`src/rtl/foo_pipe_pkg.sv`:
```
// Shared types, defaults and reference functions for the elastic foo pipeline.
// Functions work on MAX_WIDTH-bit words; callers truncate to their own WIDTH.
package foo_pipe_pkg;

    localparam int unsigned DEFAULT_WIDTH      = 32;
    localparam int unsigned DEFAULT_NUM_STAGES = 2;
    localparam int unsigned MAX_WIDTH          = 64;
    localparam int unsigned PERF_W             = 32;

    typedef logic [MAX_WIDTH-1:0] word_t;

    // One compute stage: even stages add 1, odd stages bump the upper bits (adds 2).
    function automatic word_t stage_fn(input int j, input word_t d);
        if (j[0] == 1'b0) begin
            return d + word_t'(1);
        end
        return {d[MAX_WIDTH-1:1] + (MAX_WIDTH-1)'(1), d[0]};
    endfunction

    // Closed-form result of n chained stages.
    function automatic word_t expected_result(input word_t x, input int unsigned n);
        return x + word_t'((n + 1) / 2) + word_t'(2 * (n / 2));
    endfunction

endpackage

```
`src/rtl/foo_pipe_slot.sv`:
```
// One pipeline slot: {data, valid} register that loads when ready, holds otherwise.
module foo_pipe_slot
    import foo_pipe_pkg::*;
#(
    parameter int unsigned WIDTH = DEFAULT_WIDTH
) (
    input  logic             i_clk,
    input  logic             i_rst,
    input  logic             i_load,
    input  logic             i_valid,
    input  logic [WIDTH-1:0] i_data,
    output logic             o_valid,
    output logic [WIDTH-1:0] o_data
);

    logic             r_valid;
    logic [WIDTH-1:0] r_data;

    always_ff @(posedge i_clk) begin
        if (i_rst) begin
            r_valid <= 1'b0;
        end else if (i_load) begin
            r_valid <= i_valid;
        end
    end

    // Data is never reset; only the valid bit qualifies it.
    always_ff @(posedge i_clk) begin
        if (i_load) begin
            r_data <= i_data;
        end
    end

    assign o_valid = r_valid;
    assign o_data  = r_data;

endmodule

```
`src/rtl/foo_pipe.sv`:
```
// Elastic valid/ready foo pipeline: input register plus NUM_STAGES compute slots.
// Optional FOO_PIPE_PERF_EN adds stall_cycles / xfer_count performance counters.
module foo_pipe
    import foo_pipe_pkg::*;
#(
    parameter int unsigned WIDTH      = DEFAULT_WIDTH,
    parameter int unsigned NUM_STAGES = DEFAULT_NUM_STAGES
) (
    input  logic             clk,
    input  logic             rst,
    input  logic             input_valid,
    output logic             input_ready,
    input  logic [WIDTH-1:0] x,
    output logic [WIDTH-1:0] out,
    output logic             output_valid,
    input  logic             output_ready
`ifdef FOO_PIPE_PERF_EN
    ,
    output logic [PERF_W-1:0] stall_cycles,
    output logic [PERF_W-1:0] xfer_count
`endif
);

    logic             w_valid    [NUM_STAGES+1];
    logic [WIDTH-1:0] w_data     [NUM_STAGES+1];
    logic             w_rdy      [NUM_STAGES+1];
    logic             w_up_valid [NUM_STAGES+1];
    logic [WIDTH-1:0] w_up_data  [NUM_STAGES+1];

    // Ready ripples back from the consumer; an empty slot is always ready.
    always_comb begin
        w_rdy = '{default: 1'b0};
        for (int k = int'(NUM_STAGES); k >= 0; k--) begin
            if (k == int'(NUM_STAGES)) begin
                w_rdy[k] = !w_valid[k] || output_ready;
            end else begin
                w_rdy[k] = !w_valid[k] || w_rdy[k+1];
            end
        end
    end

    assign w_up_valid[0] = input_valid;
    assign w_up_data[0]  = x;

    for (genvar k = 1; k <= NUM_STAGES; k++) begin : g_stage
        assign w_up_valid[k] = w_valid[k-1];
        assign w_up_data[k]  = WIDTH'(stage_fn(k - 1, word_t'(w_data[k-1])));
    end

    for (genvar k = 0; k <= NUM_STAGES; k++) begin : g_slot
        foo_pipe_slot #(.WIDTH(WIDTH)) u_slot (
            .i_clk   (clk),
            .i_rst   (rst),
            .i_load  (w_rdy[k]),
            .i_valid (w_up_valid[k]),
            .i_data  (w_up_data[k]),
            .o_valid (w_valid[k]),
            .o_data  (w_data[k])
        );
    end

    assign input_ready  = w_rdy[0];
    assign out          = w_data[NUM_STAGES];
    assign output_valid = w_valid[NUM_STAGES];

`ifdef FOO_PIPE_PERF_EN
    logic [PERF_W-1:0] r_stall_cycles;
    logic [PERF_W-1:0] r_xfer_count;

    // Stall counter saturates; handshake counter wraps.
    always_ff @(posedge clk) begin
        if (rst) begin
            r_stall_cycles <= '0;
            r_xfer_count   <= '0;
        end else begin
            if (output_valid && !output_ready && (r_stall_cycles != '1)) begin
                r_stall_cycles <= r_stall_cycles + PERF_W'(1);
            end
            if (output_valid && output_ready) begin
                r_xfer_count <= r_xfer_count + PERF_W'(1);
            end
        end
    end

    assign stall_cycles = r_stall_cycles;
    assign xfer_count   = r_xfer_count;
`endif

endmodule

```
`config.mk`:
```
export PLATFORM = sky130hd
export DESIGN_NAME = foo_pipe
export DESIGN_NICKNAME = d
export VERILOG_FILES = /design/src/rtl/foo_pipe_pkg.sv /design/src/rtl/foo_pipe_slot.sv /design/src/rtl/foo_pipe.sv
export SDC_FILE = /design/constraint.sdc
export NUM_CORES = 1
export LEC_CHECK = 0
export CORE_MARGIN = 2
export CORE_UTILIZATION = 57
export CTS_BUF_LIST = sky130_fd_sc_hd__clkbuf_16
export CTS_CLUSTER_SIZE = 16
export DETAILED_ROUTE_END_ITERATION = 12
export GPL_TIMING_DRIVEN = 0
export PLACE_DENSITY = 0.85
export SKIP_LAST_GASP = 1
export SLEW_MARGIN = 40
export SYNTH_ARGS = -nofsm -noshare
export SYNTH_HDL_FRONTEND = slang
export SYNTH_HIERARCHICAL = 1
export SYNTH_SLANG_ARGS = --single-unit
```
`constraint.sdc`:
```
create_clock -name clk -period 4.7 [get_ports clk]
set_clock_uncertainty 0.2 [all_clocks]
set_input_delay 0.94 -clock clk [delete_from_list [all_inputs] [get_ports clk]]
set_output_delay 0.94 -clock clk [all_outputs]
set_load 0.005 [all_outputs]
```
Word-level counts from Yosys, hierarchy flattened. Index checks and enable logic that the tools add are counted.

Add/subtract/negate cells: 2. Reduce and logical (&&, ||, !) cells: 6.

Operators by type and width (count): adder 32 x 1 -> 32 bit, second input constant (1); adder 31 x 1 -> 31 bit, second input constant (1); logical NOT 1 bit (3); logical OR 1 bit (3).

Register bits after elaboration: 99. Input bits: 36. Output and inout bits: 34.

Logic depth before layout (Yosys ltp). Gate-level depths: netlist of run 1.

Word-level depth: 4. Mapped depth: 5.

Modules after synthesis. Netlist of run 1, hierarchy kept.

By module, submodules not included: foo_pipe_slot (cells an instance 35, times used 3, area an instance 994.7 µm², seq. area each 980.9 µm²); foo_pipe (cells an instance 178, times used 1, area an instance 1196.1 µm², seq. area each 0.0 µm²).

Worst setup path before layout of run 1. No wires, ideal clock.

Kind: in2out. Start point: input port output_ready. End point: output port input_ready. Stages: 1. Path slack: 1.555 ns. Path buffers: 0. Arrival: 2.005 ns. Cell sequence: nand4b_1.

Cells in the longest elaborated chain, start to end: 3.

Ends and longest elaborated chain: start, declared (RTL line foo_pipe.sv:16) `input logic output_ready`; logical OR 1 bit (RTL line foo_pipe.sv:35) `w_rdy[k] = !w_valid[k] || output_ready;`; logical OR 1 bit (2 in a row) (RTL line foo_pipe.sv:37) `w_rdy[k] = !w_valid[k] || w_rdy[k+1];`; end, declared (RTL line foo_pipe.sv:12) `output logic input_ready,`.

Every way passes these cells.

Worst setup path after layout of run 1. Same ends and word-level chain as after synthesis.

==> impl_metrics.csv, run 1 <==
group,metric,value,unit
power,cellLeakagePower,1.92,nW
grt,busiest_layer,"met2",
clock_tree,cts_max_level,3,
worst_hold_path,worstHoldPathType,"register to register",
layout,final_core_util,74.0,%
grt,track_usage,18.2,%
sta,tightest_slew,0.811,ns
placed_design,dp_hpwl,4.76,mm
synth,synth_top_area_share,69.0,%
layout,fin_cells,472,
clock_tree,clk-insertion-delay-late,0.34,ns
synth,synth_xor_area_share,12.4,%
layout,diodes,0,
sta,drv_slew,0,
routing,drc,0,
synth,syn-num-nets,321,
routing,drt_wl_total,6.72,mm
layout,drive_gt1_share,8.31,%
worst_setup_path,critPathMaxFanout,12,
floorplan,start_util,58.3,%
floorplan,die_y,89.6,um
synth,synth-simple-area-share,14.8,%
sta,fin_setup_tns,0,ns
clock_tree,cts.sinks,99,
synth,synthAdderAreaFrac,0.599,%
sta,rsz0062_at_grt,"false",
synth,synth_most_common_cell,"edfxtp_1",
grt,grt_max_degree,34,
floorplan,io_pins,70,
routing,drtIter0Drc,71,
grt,antenna_found_initial,0,
synth,syn_area_per_cell,14.8,sq um
clock_tree,cts_resized,0,
layout,final_area,0.00531,sq mm
grt,use_met1,23.6,%
floorplan,dieArea,0.00803,sq mm
sta,finalHoldViolCount,0,
clock_tree,post_cts_buffers,0,
placed_design,port_buffers,69,
worst_setup_path,r2r_end,"g_slot[1].u_slot/o_data[24]$_DFFE_PP_",
clock_tree,path_clk_slew,0.06,ns
routing,post_drt_wl_per_cell,14.2,um
layout,fillCellCount,425,
floorplan,num_rows,31,
synth,seq_area_frac_synth,70.4,%
grt,gr-usage-met3,5.85,%
synth,synth_ff_type,"edfxtp_1",
clock_tree,ctsHoldBuffers,0,
synth,synth-edff-count,96,
worst_hold_path,holdPathEnd,"g_slot[2].u_slot/o_data[0]$_DFFE_PP_",
power,p_per_area,346,mW/mm^2
sta,period_share,81.4,%
sta,slew_headroom,46.0,%
worst_setup_path,path_cells,"clkdlybuf4s50_1 > nand4b_1 > buf_4 > buf_4 > clkdlybuf4s50_1",
floorplan,die_w,89.6,um
clock_tree,cts_buffers,9,
routing,drtPass1Iterations,4,
layout,nets,406,
synth,synth_commonest_cells,"edfxtp_1, xnor2_1, nand3_1",
synth,synth_warnings,6,
worst_setup_path,crit_path_max_incr_delay,0.46,ns
synth,synth_cell_types,28,
worst_setup_path,timing.rr.start,"g_slot[0].u_slot/o_data[4]$_DFFE_PP_",
clock_tree,clockBufferDepth,2,
sta,fin_crit,3.82,ns
placed_design,post-place-ws,0.870,ns
worst_setup_path,reg2regPathDepth,4,
sta,fmax,0.261,GHz
worst_setup_path,crit_buf_inv,4,
flow_run,maxCapViolCount,0,
placed_design,dpl.cell_count,456,
synth,synthesis.area,0.00418,sq mm
power,ir_worst_vdd,0.221,mV
floorplan,core,0.00718,sq mm
synth,async_flop_share,0,%
placed_design,dpl_cell_area,0.00505,sq mm
worst_setup_path,endpoint_kind,"output port",
routing,dr_total_vias,2477,
sta,finalSetupViolCount,0,
power,power,1.84,mW
sta,fin_hold_ws,0.217,ns
routing,avgViaCountPerCell,5.25,
clock_tree,cts_tree,"done",
worst_hold_path,hold_start,"g_slot[1].u_slot/o_data[0]$_DFFE_PP_",
synth,yosys_register_bits,99,
worst_setup_path,critPathKind,"input pin to output port",
worst_hold_path,holdPathStages,0,
synth,synth_top_area_cell,"edfxtp_1",
synth,synth_compound_area_share,0,%
grt,grt_pass1_wl,10.7,mm
clock_tree,clock-root-buffer,"clkbuf_16",
worst_setup_path,path_delay_family,"buffers and inverters",
worst_setup_path,cp.arrival,2.68,ns
grt,use_met2,27.9,%
placed_design,gp_congestion,0.888,
worst_setup_path,worst-r2r-setup-slack,2.32,ns
sta,fin_ws,0.876,ns
grt,grt-ovfl-total,0,
synth,synthCells,283,
layout,area_growth,27.0,%
worst_setup_path,start_kind,"input pin",
worst_setup_path,crit_slowest_cell,"clkdlybuf4s50_1",
grt,grt_pass1_vias,2312,
synth,synthMuxAreaShare,0.718,%
synth,synth_top_family_by_area,"simple AND/OR/NAND/NOR gates",
worst_setup_path,cp.required,3.56,ns
routing,postRouteAntennaNets,0,
synth,synth.area.top_cells,"edfxtp_1, xnor2_1, xor2_1",
outcome,status,"complete, no violations",
[final cells by class]
type | count | area, sq um | share of cell area (%)
clock inverters | 7 | 36.3 | 0.683
inverters | 8 | 30.0 | 0.566
plain buffers | 4 | 16.3 | 0.306
repair buffers | 74 | 732 | 13.8
well taps | 99 | 124 | 2.33
clock buffers | 9 | 225 | 4.24
flip-flops and latches | 99 | 2940 | 55.4
multi-input cells | 172 | 1200 | 22.6
[worst reg2reg max path, cell delays in order, from the launching register on]
cell      delay, ns
edfxtp_1       0.43
nand4_1        0.34
nor4_2         0.76
nand3_1        0.22
xnor2_1        0.18
[where the power goes]
group / internal [mW] / switching, mW
clock network: 0.352 / 0.296
logic: 0.0852 / 0.0400
registers: 1.03 / 0.0381
total: 1.46 / 0.374
[worst max-delay path by stage]
stage / start / to / slack (ns) / cells after the start
finish: output_ready / input_ready / 0.88 / 5
global route: output_ready / input_ready / 0.76 / 5
CTS: output_ready / input_ready / 0.85 / 5
detailed placement: output_ready / input_ready / 0.87 / 5
global placement: output_ready / input_ready / 0.08 / 3
floorplan: output_ready / input_ready / 1.55 / 1
[metal layers]
metal | wire [um] | share of wire (%)
met2 | 3200 | 48
met4 | 167 | 2.5
met3 | 371 | 5.5
met1 | 2980 | 44
met5 | 0 | 0
[registers in the layout (all words and copies together), names as in the netlist]
register and flops:
g_slot.u_slot/o_data 96, g_slot.u_slot/o_valid 3
[cell families (layout without fill, tap and decap cells)]
logic type,Yosys count,in the layout
buf+inv,12,102
flops,99,99
simple gates,108,108
mux,3,3
xor+xnor,59,59
fa+ha+maj,2,2
[cell usage in the layout, fill, tap and decap left out, types with 6 or more instances in the layout]
cell / count
xor2_1: 23
clkbuf_16: 9
clkdlybuf4s50_1: 69
nand2_1: 15
xnor2_1: 36
inv_1: 9
nand4_1: 16
nand3_1: 24
nor2_1: 15
edfxtp_1: 96
and3_1: 6
nor3_1: 8
(Power assumes the default switching activity.)
==> run 2, diff against run 1 <==
--- a/config.mk
+++ b/config.mk
@@ -6,12 +6,12 @@
 export NUM_CORES = 1
 export LEC_CHECK = 0
 export CORE_MARGIN = 2
-export CORE_UTILIZATION = 57
+export CORE_UTILIZATION = 48
 export CTS_BUF_LIST = sky130_fd_sc_hd__clkbuf_16
 export CTS_CLUSTER_SIZE = 16
 export DETAILED_ROUTE_END_ITERATION = 12
 export GPL_TIMING_DRIVEN = 0
-export PLACE_DENSITY = 0.85
+export PLACE_DENSITY = 0.76
 export SKIP_LAST_GASP = 1
 export SLEW_MARGIN = 40
 export SYNTH_ARGS = -nofsm -noshare
==> constraint.sdc (replaced) <==
create_clock -name clk -period 3.25 [get_ports clk]
set_clock_uncertainty 0.2 [all_clocks]
set_input_delay 0.65 -clock clk [delete_from_list [all_inputs] [get_ports clk]]
set_output_delay 0.65 -clock clk [all_outputs]
set_load 0.005 [all_outputs]
==> impl_metrics.csv, run 2 (synthesized netlist as in run 1, its figures left out) <==
group,metric,value,unit
outcome,status,"complete, no violations",
sta,period_share,95.3,%
worst_setup_path,cp.required,2.40,ns
routing,avgViaCountPerCell,4.94,
worst_setup_path,critPathMaxFanout,7,
flow_run,maxCapViolCount,0,
worst_setup_path,cp.arrival,2.25,ns
sta,fin_ws,0.152,ns
clock_tree,cts_max_level,3,
clock_tree,clk-insertion-delay-late,0.33,ns
layout,diodes,0,
layout,final_common_cell,"edfxtp_1",
clock_tree,clock-root-buffer,"clkbuf_16",
power,ir_worst_vdd,0.360,mV
layout,nets,406,
placed_design,dpl.cell_count,465,
floorplan,dieArea,0.00947,sq mm
sta,fmax,0.323,GHz
floorplan,die_y,97.3,um
placed_design,dp_hpwl,4.59,mm
sta,slew_headroom,46.5,%
clock_tree,cts_buffers,9,
grt,antenna_found_initial,0,
placed_design,gp_congestion,0.801,
routing,drtPass1Iterations,4,
clock_tree,ctsHoldBuffers,0,
worst_setup_path,path_delay_family,"buffers and inverters",
sta,rsz0062_at_grt,"false",
routing,drt_wl_total,6.08,mm
worst_setup_path,cpMostUsedCell,"clkdlybuf4s50_1",
worst_setup_path,endpoint_kind,"output port",
sta,finalHoldViolCount,0,
clock_tree,path_clk_slew,0.06,ns
sta,fin_crit,3.10,ns
grt,grt-ovfl-total,0,
sta,finalSetupViolCount,0,
routing,drtIter0Drc,66,
worst_setup_path,crit_slowest_cell,"clkdlybuf4s50_1",
layout,final_cell_mix,"edfxtp_1, clkdlybuf4s50_1, xnor2_1",
floorplan,core,0.00859,sq mm
power,p_per_area,512,mW/mm^2
floorplan,die_w,97.3,um
layout,fillCellCount,664,
power,power,2.75,mW
worst_setup_path,crit_path_max_incr_delay,0.45,ns
sta,tightest_slew,0.803,ns
worst_setup_path,path_cells,"clkdlybuf4s50_1 > nand4b_1 > buf_4 > clkdlybuf4s50_1",
clock_tree,cts_tree,"done",
worst_setup_path,crit_buf_inv,3,
placed_design,post-place-ws,0.166,ns
grt,grt_pass1_wl,10.1,mm
worst_setup_path,start_kind,"input pin",
layout,area_growth,28.5,%
placed_design,port_buffers,69,
routing,post_drt_wl_per_cell,12.7,um
routing,dr_total_vias,2372,
layout,final_core_util,62.5,%
layout,fin_cells,480,
floorplan,io_pins,70,
layout,largest_reg_flops,96,
layout,drive_gt1_share,8.87,%
clock_tree,post_cts_buffers,0,
grt,grt_pass1_vias,2224,
sta,drv_slew,0,
grt,grt_max_degree,34,
clock_tree,cts.sinks,99,
routing,postRouteAntennaNets,0,
routing,drc,0,
clock_tree,clockBufferDepth,2,
grt,track_usage,13.5,%
clock_tree,cts_resized,0,
worst_hold_path,worstHoldPathType,"register to register",
floorplan,num_rows,34,
worst_setup_path,critPathKind,"input pin to output port",
power,cellLeakagePower,1.93,nW
floorplan,start_util,48.6,%
## run 2: cell count changes in the layout (fill, tap and decap cells not counted)
cell        previous run  this run
clkinv_1               1         0
inv_6                  0         3
nor3_2                 0         1
bufinv_16              0         1
nor3_1                 8         7
inv_1                  9         8
nor4_2                 4         3
clkinvlp_4             0         1
clkinv_2               4         0
nor4_4                 1         2
## run 2: where the power goes
part	internal [mW]	switching (mW)	leakage, nW	total [mW]
clock	0.601	0.431	0.143	1.03
sequential	1.48	0.0527	1.04	1.54
combinational	0.123	0.0572	0.752	0.181
## run 2: final timing paths
| check | start | end | slack, ns | cells past startpoint |
|---|---|---|---|---|
| hold / removal | g_slot[1].u_slot/o_data[0]$_DFFE_PP_ | g_slot[2].u_slot/o_data[0]$_DFFE_PP_ | 0.22 | 0 |
| setup / recovery | output_ready | input_ready | 0.15 | 4 |
| setup reg to reg | g_slot[1].u_slot/o_data[1]$_DFFE_PP_ | g_slot[2].u_slot/o_data[31]$_DFFE_PP_ | 0.99 | 5 |
| hold reg to reg | g_slot[1].u_slot/o_data[0]$_DFFE_PP_ | g_slot[2].u_slot/o_data[0]$_DFFE_PP_ | 0.22 | 0 |
## run 2: final cells by class
type,count,area [sq um],share of cell area [%]
plain buffers,4,16.3,0.303
clock buffers,9,225,4.19
clock inverters,6,72.6,1.35
inverters,8,30.0,0.559
multi-input cells,172,1220,22.6
flip-flops and latches,99,2940,54.8
well taps,108,135,2.52
repair buffers,74,732,13.6
## run 2: per-layer routing
| metal | GRT usage [%] | wire (um) | share of wire [%] | up-vias |
|---|---|---|---|---|
| met5 | 0 | 0 | 0 | - |
| met4 | 5.98 | 75 | 1.2 | 0 |
| met3 | 4.53 | 356 | 5.9 | 5 |
| met2 | 21.8 | 2930 | 48 | 61 |
| met1 | 16.6 | 2720 | 45 | 1078 |
| li1 | - | - | - | 1228 |
## run 2: stage by stage
step / hold WS [ns] / instance area (sq um) / setup TNS [ns]
after global routing: 0.224 / 5370 / 0
after CTS: 0.223 / 5360 / 0
final: 0.220 / 5370 / 0
after floorplan: 0.200 / 4180 / 0
after detailed placement: 0.211 / 5060 / 0
after global placement: 0.203 / 5010 / -6.24
